===== src/rtl/wb_commit.sv =====
// wb_commit: write-back end of the pipeline.
//   Latches the MEM-stage result bundle into the MEM/WB register under stall
//   control. Drives the GPR write port and commits HI/LO one stage later.
//   Forwards resolved HI/LO to EX and counts committed writes for debug.
// Ports:
//   clk, rst        - clock, synchronous active-high reset
//   stall[5:0]      - stall vector; [4] MEM stalled, [5] WB stalled
//   mem_*           - result bundle from MEM
//   wb_wd/wreg/wdata - GPR file write port (registered bundle)
//   hi_o, lo_o      - architectural HI/LO
//   ex_hi, ex_lo    - forwarded HI/LO for MFHI/MFLO in EX
//   gpr_commits, hilo_commits - wrapping commit counters
module wb_commit #(
    parameter int unsigned DW = 32,
    parameter int unsigned AW = 5,
    parameter int unsigned CW = 32
) (
    input  logic          clk,
    input  logic          rst,
    input  logic [5:0]    stall,
    input  logic [AW-1:0] mem_wd,
    input  logic          mem_wreg,
    input  logic [DW-1:0] mem_wdata,
    input  logic [DW-1:0] mem_hi,
    input  logic [DW-1:0] mem_lo,
    input  logic          mem_whilo,
    output logic [AW-1:0] wb_wd,
    output logic          wb_wreg,
    output logic [DW-1:0] wb_wdata,
    output logic [DW-1:0] hi_o,
    output logic [DW-1:0] lo_o,
    output logic [DW-1:0] ex_hi,
    output logic [DW-1:0] ex_lo,
    output logic [CW-1:0] gpr_commits,
    output logic [CW-1:0] hilo_commits
);

    logic [AW-1:0] wd_q, wd_d;
    logic          wreg_q, wreg_d;
    logic [DW-1:0] wdata_q, wdata_d;
    logic [DW-1:0] whi_q, whi_d;
    logic [DW-1:0] wlo_q, wlo_d;
    logic          whilo_q, whilo_d;
    logic [DW-1:0] hi_q, hi_d;
    logic [DW-1:0] lo_q, lo_d;
    logic [CW-1:0] gpr_cnt_q, gpr_cnt_d;
    logic [CW-1:0] hilo_cnt_q, hilo_cnt_d;

    // MEM/WB latch: bubble when MEM stalls but WB moves on, otherwise load or hold.
    always_comb begin
        wd_d    = wd_q;
        wreg_d  = wreg_q;
        wdata_d = wdata_q;
        whi_d   = whi_q;
        wlo_d   = wlo_q;
        whilo_d = whilo_q;
        if (stall[4] && !stall[5]) begin
            wd_d    = '0;
            wreg_d  = 1'b0;
            wdata_d = '0;
            whi_d   = '0;
            wlo_d   = '0;
            whilo_d = 1'b0;
        end else if (!stall[4]) begin
            wd_d    = mem_wd;
            wreg_d  = mem_wreg;
            wdata_d = mem_wdata;
            whi_d   = mem_hi;
            wlo_d   = mem_lo;
            whilo_d = mem_whilo;
        end
    end

    // HI/LO commit is deliberately not stall-gated: a held bundle rewrites the
    // same values, which is harmless.
    always_comb begin
        hi_d = hi_q;
        lo_d = lo_q;
        if (whilo_q) begin
            hi_d = whi_q;
            lo_d = wlo_q;
        end
    end

    always_comb begin
        gpr_cnt_d  = gpr_cnt_q;
        hilo_cnt_d = hilo_cnt_q;
        if (wreg_q && !stall[5]) begin
            gpr_cnt_d = gpr_cnt_q + CW'(1);
        end
        if (whilo_q && !stall[5]) begin
            hilo_cnt_d = hilo_cnt_q + CW'(1);
        end
    end

    always_ff @(posedge clk) begin
        if (rst) begin
            wd_q       <= '0;
            wreg_q     <= 1'b0;
            wdata_q    <= '0;
            whi_q      <= '0;
            wlo_q      <= '0;
            whilo_q    <= 1'b0;
            hi_q       <= '0;
            lo_q       <= '0;
            gpr_cnt_q  <= '0;
            hilo_cnt_q <= '0;
        end else begin
            wd_q       <= wd_d;
            wreg_q     <= wreg_d;
            wdata_q    <= wdata_d;
            whi_q      <= whi_d;
            wlo_q      <= wlo_d;
            whilo_q    <= whilo_d;
            hi_q       <= hi_d;
            lo_q       <= lo_d;
            gpr_cnt_q  <= gpr_cnt_d;
            hilo_cnt_q <= hilo_cnt_d;
        end
    end

    // Forwarding: youngest producer wins; HI and LO always travel as a pair.
    always_comb begin
        ex_hi = hi_q;
        ex_lo = lo_q;
        if (rst) begin
            ex_hi = '0;
            ex_lo = '0;
        end else if (mem_whilo) begin
            ex_hi = mem_hi;
            ex_lo = mem_lo;
        end else if (whilo_q) begin
            ex_hi = whi_q;
            ex_lo = wlo_q;
        end
    end

    assign wb_wd        = wd_q;
    assign wb_wreg      = wreg_q;
    assign wb_wdata     = wdata_q;
    assign hi_o         = hi_q;
    assign lo_o         = lo_q;
    assign gpr_commits  = gpr_cnt_q;
    assign hilo_commits = hilo_cnt_q;

endmodule


===== config.mk =====
export PLATFORM = sky130hd
export DESIGN_NAME = wb_commit
export DESIGN_NICKNAME = d
export VERILOG_FILES = /design/src/rtl/wb_commit.sv
export SDC_FILE = /design/constraint.sdc
export NUM_CORES = 1
export LEC_CHECK = 0
export CORE_MARGIN = 4
export CORE_UTILIZATION = 34
export CTS_BUF_LIST = sky130_fd_sc_hd__clkbuf_2 sky130_fd_sc_hd__clkbuf_4 sky130_fd_sc_hd__clkbuf_8
export DETAILED_ROUTE_END_ITERATION = 8
export PLACE_DENSITY = 0.61
export SYNTH_ARGS = -nofsm -noshare
export SYNTH_HDL_FRONTEND = slang
export SYNTH_SLANG_ARGS = --single-unit

===== constraint.sdc =====
create_clock -name clk -period 2.35 [get_ports clk]
set_input_delay 0.3525 -clock clk [delete_from_list [all_inputs] [get_ports clk]]
set_output_delay 0.3525 -clock clk [all_outputs]
set_load 0.02 [all_outputs]

==> impl_metrics.csv <==
group,metric,value,unit
critical_path,crit_type,"reg -> out",
route,routed-via-count,9610,
logic_synthesis,syn-num-nets,1221,
grt,grt_first_pass_wirelength,50.6,mm
logic_synthesis,syn-mean-instance-area,8.79,sq um
timing,min_period,2.34,ns
critical_path,crit_slowest_cell,"dfxtp_4",
layout,fin_area,15600,sq um
floorplan,die_height,177,um
clocking,numClockSinks,231,
clocking,cts.htree.levels,2,
timing,finalMaxSlewViolations,0,
grt,grt_max_degree,47,
logic_synthesis,netlist_instances,1108,
placement,dpl-instance-area,13700,sq um
floorplan,start_util,34.8,%
clocking,insertion_delay,0.54,ns
logic_synthesis,seq_area_frac_synth,47.5,%
critical_path,crit_arrival,1.99,ns
grt,antenna_found_initial,0,
floorplan,row_count,61,
floorplan,io_pins,341,
timing,finalSetupViolCount,0,
critical_path,path_cells,"buf_4 > buf_16 > buf_4 > mux2i_2 > nor2_1 > a21oi_1 > nor2_1 > buf_2",
timing,max_freq,427,MHz
hold_path,worstHoldStart,"rst",
logic_synthesis,synth_seq_cells,231,
critical_path,timing.rr.start,"hilo_commits[4]",
route,viasPerCell,4.96,
critical_path,r2r-end,"hilo_commits[31]",
layout,fin_util,55.8,%
logic_synthesis,synth-async-reset-ratio,0,%
timing,skew,0.0243,ns
power,power_frac_seq,43.7,%
critical_path,path_max_fanout,6,
hold_path,hold_class,"in -> reg",
clocking,path_clk_slew,0.06,ns
clocking,cts_buffers,42,
clocking,cts_max_path_buffers,3,
power,p_leak,6.09,nW
clocking,cts_root_buf,"clkbuf_8",
critical_path,critical-path-top-delay-family,"buffers and inverters",
placement,io_buffer_count,336,
critical_path,critPathLaunchType,"flop",
outcome,outcome,"complete, no violations",
floorplan,die_area,31400,sq um
critical_path,cp-end-kind,"output pin",
power,switchingPower,2.33,mW
critical_path,rrSetupSlack,0.17,ns
flow_run,maxCapViolations,0,
timing,max-slew-margin-rel,70.7,%
route,post_drt_wl_per_cell,16.8,um
timing,post-route-period-util,99.7,%
critical_path,reg2reg_depth,4,
route,drc,0,
layout,fin_nets,1641,
logic_synthesis,synth_ff_type,"dfxtp_1",
route,drt_iter0_markers,368,
route,ant_nets,0,
timing,worst_pin_slew,0.438,ns
placement,hpwl,21.7,mm
timing,hold_viol,0,
power,ir_drop,398,uV
grt,groute.usage.overall,19.7,%
critical_path,worst-path-buf-inv,4,
layout,drive_above_1_share,20.9,%
logic_synthesis,post_synth_num_cell_types,36,
clocking,cts_tree,"built",
floorplan,core-area,28000,sq um
grt,grt_pass1_vias,9375,
grt,grt_overflow,0,
power,p_sw_share,24.8,%
placement,routabilityCongestion,0.777,
power,clkPwrFrac,43.6,%
layout,nFillCells,2542,
logic_synthesis,syn_area,9740,sq um
power,power_frac_comb,12.7,%
hold_path,whs_endpoint,"lo_o[4]",
timing,rsz0062_at_grt,"yes",
layout,area_delta_synth_final,60.5,%
route,routed_wl,32.5,mm
floorplan,die_x,177,um
power,p_int,7.05,mW
power,p_total,9.37,mW
critical_path,max_stage_delay,0.39,ns
power,power_density,600,nW/um^2
critical_path,critPathRequiredTime,2.00,ns
route,dr.pass1.iters,4,
clocking,cts-hold-fix-buffers,0,
logic_synthesis,ys_warn_count,0,
hold_path,whs_path_depth,2,
logic_synthesis,synth_edf_count,0,
## per-stage QoR
| step | worst slack, ns | TNS [ns] | hold slack, ns | instances |
|---|---|---|---|---|
| finish | 0.00744 | 0 | 0.157 | 1937 |
| global route | -0.132 | -2.66 | 0.139 | 1936 |
| CTS | -0.0660 | -0.664 | 0.133 | 1923 |
| detailed placement | 0.0584 | 0 | 0.483 | 1785 |
| global placement | 0.0908 | 0 | 0.468 | 1785 |
| floorplan | 0.242 | 0 | 0.463 | 1108 |
## registers in the layout, indices dropped and copies added, names as in the netlist
| name | count |
|---|---|
| gpr_commits | 32 |
| hi_o | 32 |
| hilo_commits | 32 |
| lo_o | 32 |
| wb_wd | 5 |
| wb_wdata | 32 |
| wb_wreg | 1 |
| whi_q | 32 |
| whilo_q | 1 |
| wlo_q | 32 |
## cell usage after synthesis (all sizes together), types with 9 or more instances
master | instances | share of area (%)
a21oi | 103 | 5.3
and4 | 10 | 0.90
buf | 22 | 1.0
clkbuf | 58 | 2.2
dfxtp | 231 | 47
mux2i | 169 | 17
nand2 | 21 | 0.81
nand3 | 18 | 0.93
nand4 | 21 | 1.4
nor2 | 321 | 12
o31ai | 30 | 2.3
or4 | 31 | 2.4
xnor2 | 9 | 0.81
xor2 | 13 | 1.2
## logic make-up (layout without fill, tap and decap cells)
group	count (synthesis)	count (layout)	synth area share (%)
AO/OA/AOI/OAI	143	143	8.22
XOR/XNOR	22	22	1.98
adder cells (fa/ha/maj)	2	2	0.257
buffers and inverters	87	537	3.51
flip-flops	231	231	47.5
multiplexers	170	170	17.5
other	0	1	0
AND/OR/NAND/NOR	453	453	21.1
## routing by layer
metal / share of wire [%] / up-vias / GRT usage [%]
li1: - / 4693 / -
met1: 41 / 4563 / 24.1
met2: 48 / 290 / 33.0
met3: 8.3 / 64 / 6.64
met4: 2.5 / 0 / 6.00
met5: 0 / - / 0
## power groups by stage
stage / Sequential [mW] / Combinational [mW] / Clock, mW
finish: 4.10 / 1.19 / 4.09
global route: 4.11 / 1.27 / 4.41
CTS: 4.09 / 1.14 / 4.22
detailed placement: 4.17 / 1.08 / 0
global placement: 4.16 / 1.08 / 0
floorplan: 4.21 / 0.478 / 0
## final cells by class
cell class                 instances  area (sq um)  share of cell area, %
multi-input combinational        790          5200                   33.3
sequential                       231          4630                   29.6
timing repair buffer             456          4370                   28.0
clock buffer                      72           910                   5.82
tap                              378           473                   3.03
inverter                           7          26.3                  0.168
clock inverter                     2          10.0                 0.0641
antenna                            1          2.50                 0.0160
## worst max-delay path by stage
stage          cells past startpoint            start  slack (ns)                to
6_report                           8          whilo_q       0.007         ex_hi[18]
5_1_grt                            7          whilo_q       -0.13         ex_hi[15]
4_1_cts                            7          whilo_q       -0.07          ex_lo[3]
3_5_place_dp                       6         stall[5]        0.06  hilo_commits[24]
3_3_place_gp                       6         stall[5]        0.09  hilo_commits[28]
2_1_floorplan                      5  hilo_commits[3]        0.24  hilo_commits[31]
## layout by cell type (no fill, tap or decap), types with 3 or more instances in the layout
cell type,instances
clkbuf_16,4
o31ai_1,30
dfxtp_1,230
buf_6,4
clkbuf_2,3
clkbuf_8,59
mux2i_4,23
mux2i_1,114
xor2_1,13
nand2_1,21
buf_4,107
nor2_1,320
buf_12,12
nor2b_1,3
clkdlybuf4s15_2,11
or3_1,7
a21oi_2,3
and4_1,10
o21ai_0,7
clkdlybuf4s50_1,269
buf_8,3
nand4_1,20
buf_16,4
a21oi_1,100
inv_1,7
mux2i_2,32
xnor2_1,9
or4_1,30
nand3_1,18
buf_2,38
and2_1,3
clkbuf_4,13
and3_1,5
## worst register-to-register path, stage by stage (launching register included)
cell and delay [ns]:
dfxtp_1 0.42, nand4_2 0.18, or4_4 0.72, nor4_1 0.39
mux2_1 0.35
## repair_timing
action	4_1_cts	5_1_grt
setup endpoints to repair	64	49
hold endpoints to repair	0	0
gates cloned	3	4
pin swaps	0	2
setup buffers	61	9
resized for setup	274	73
Power figures use the tool's default switching activity.
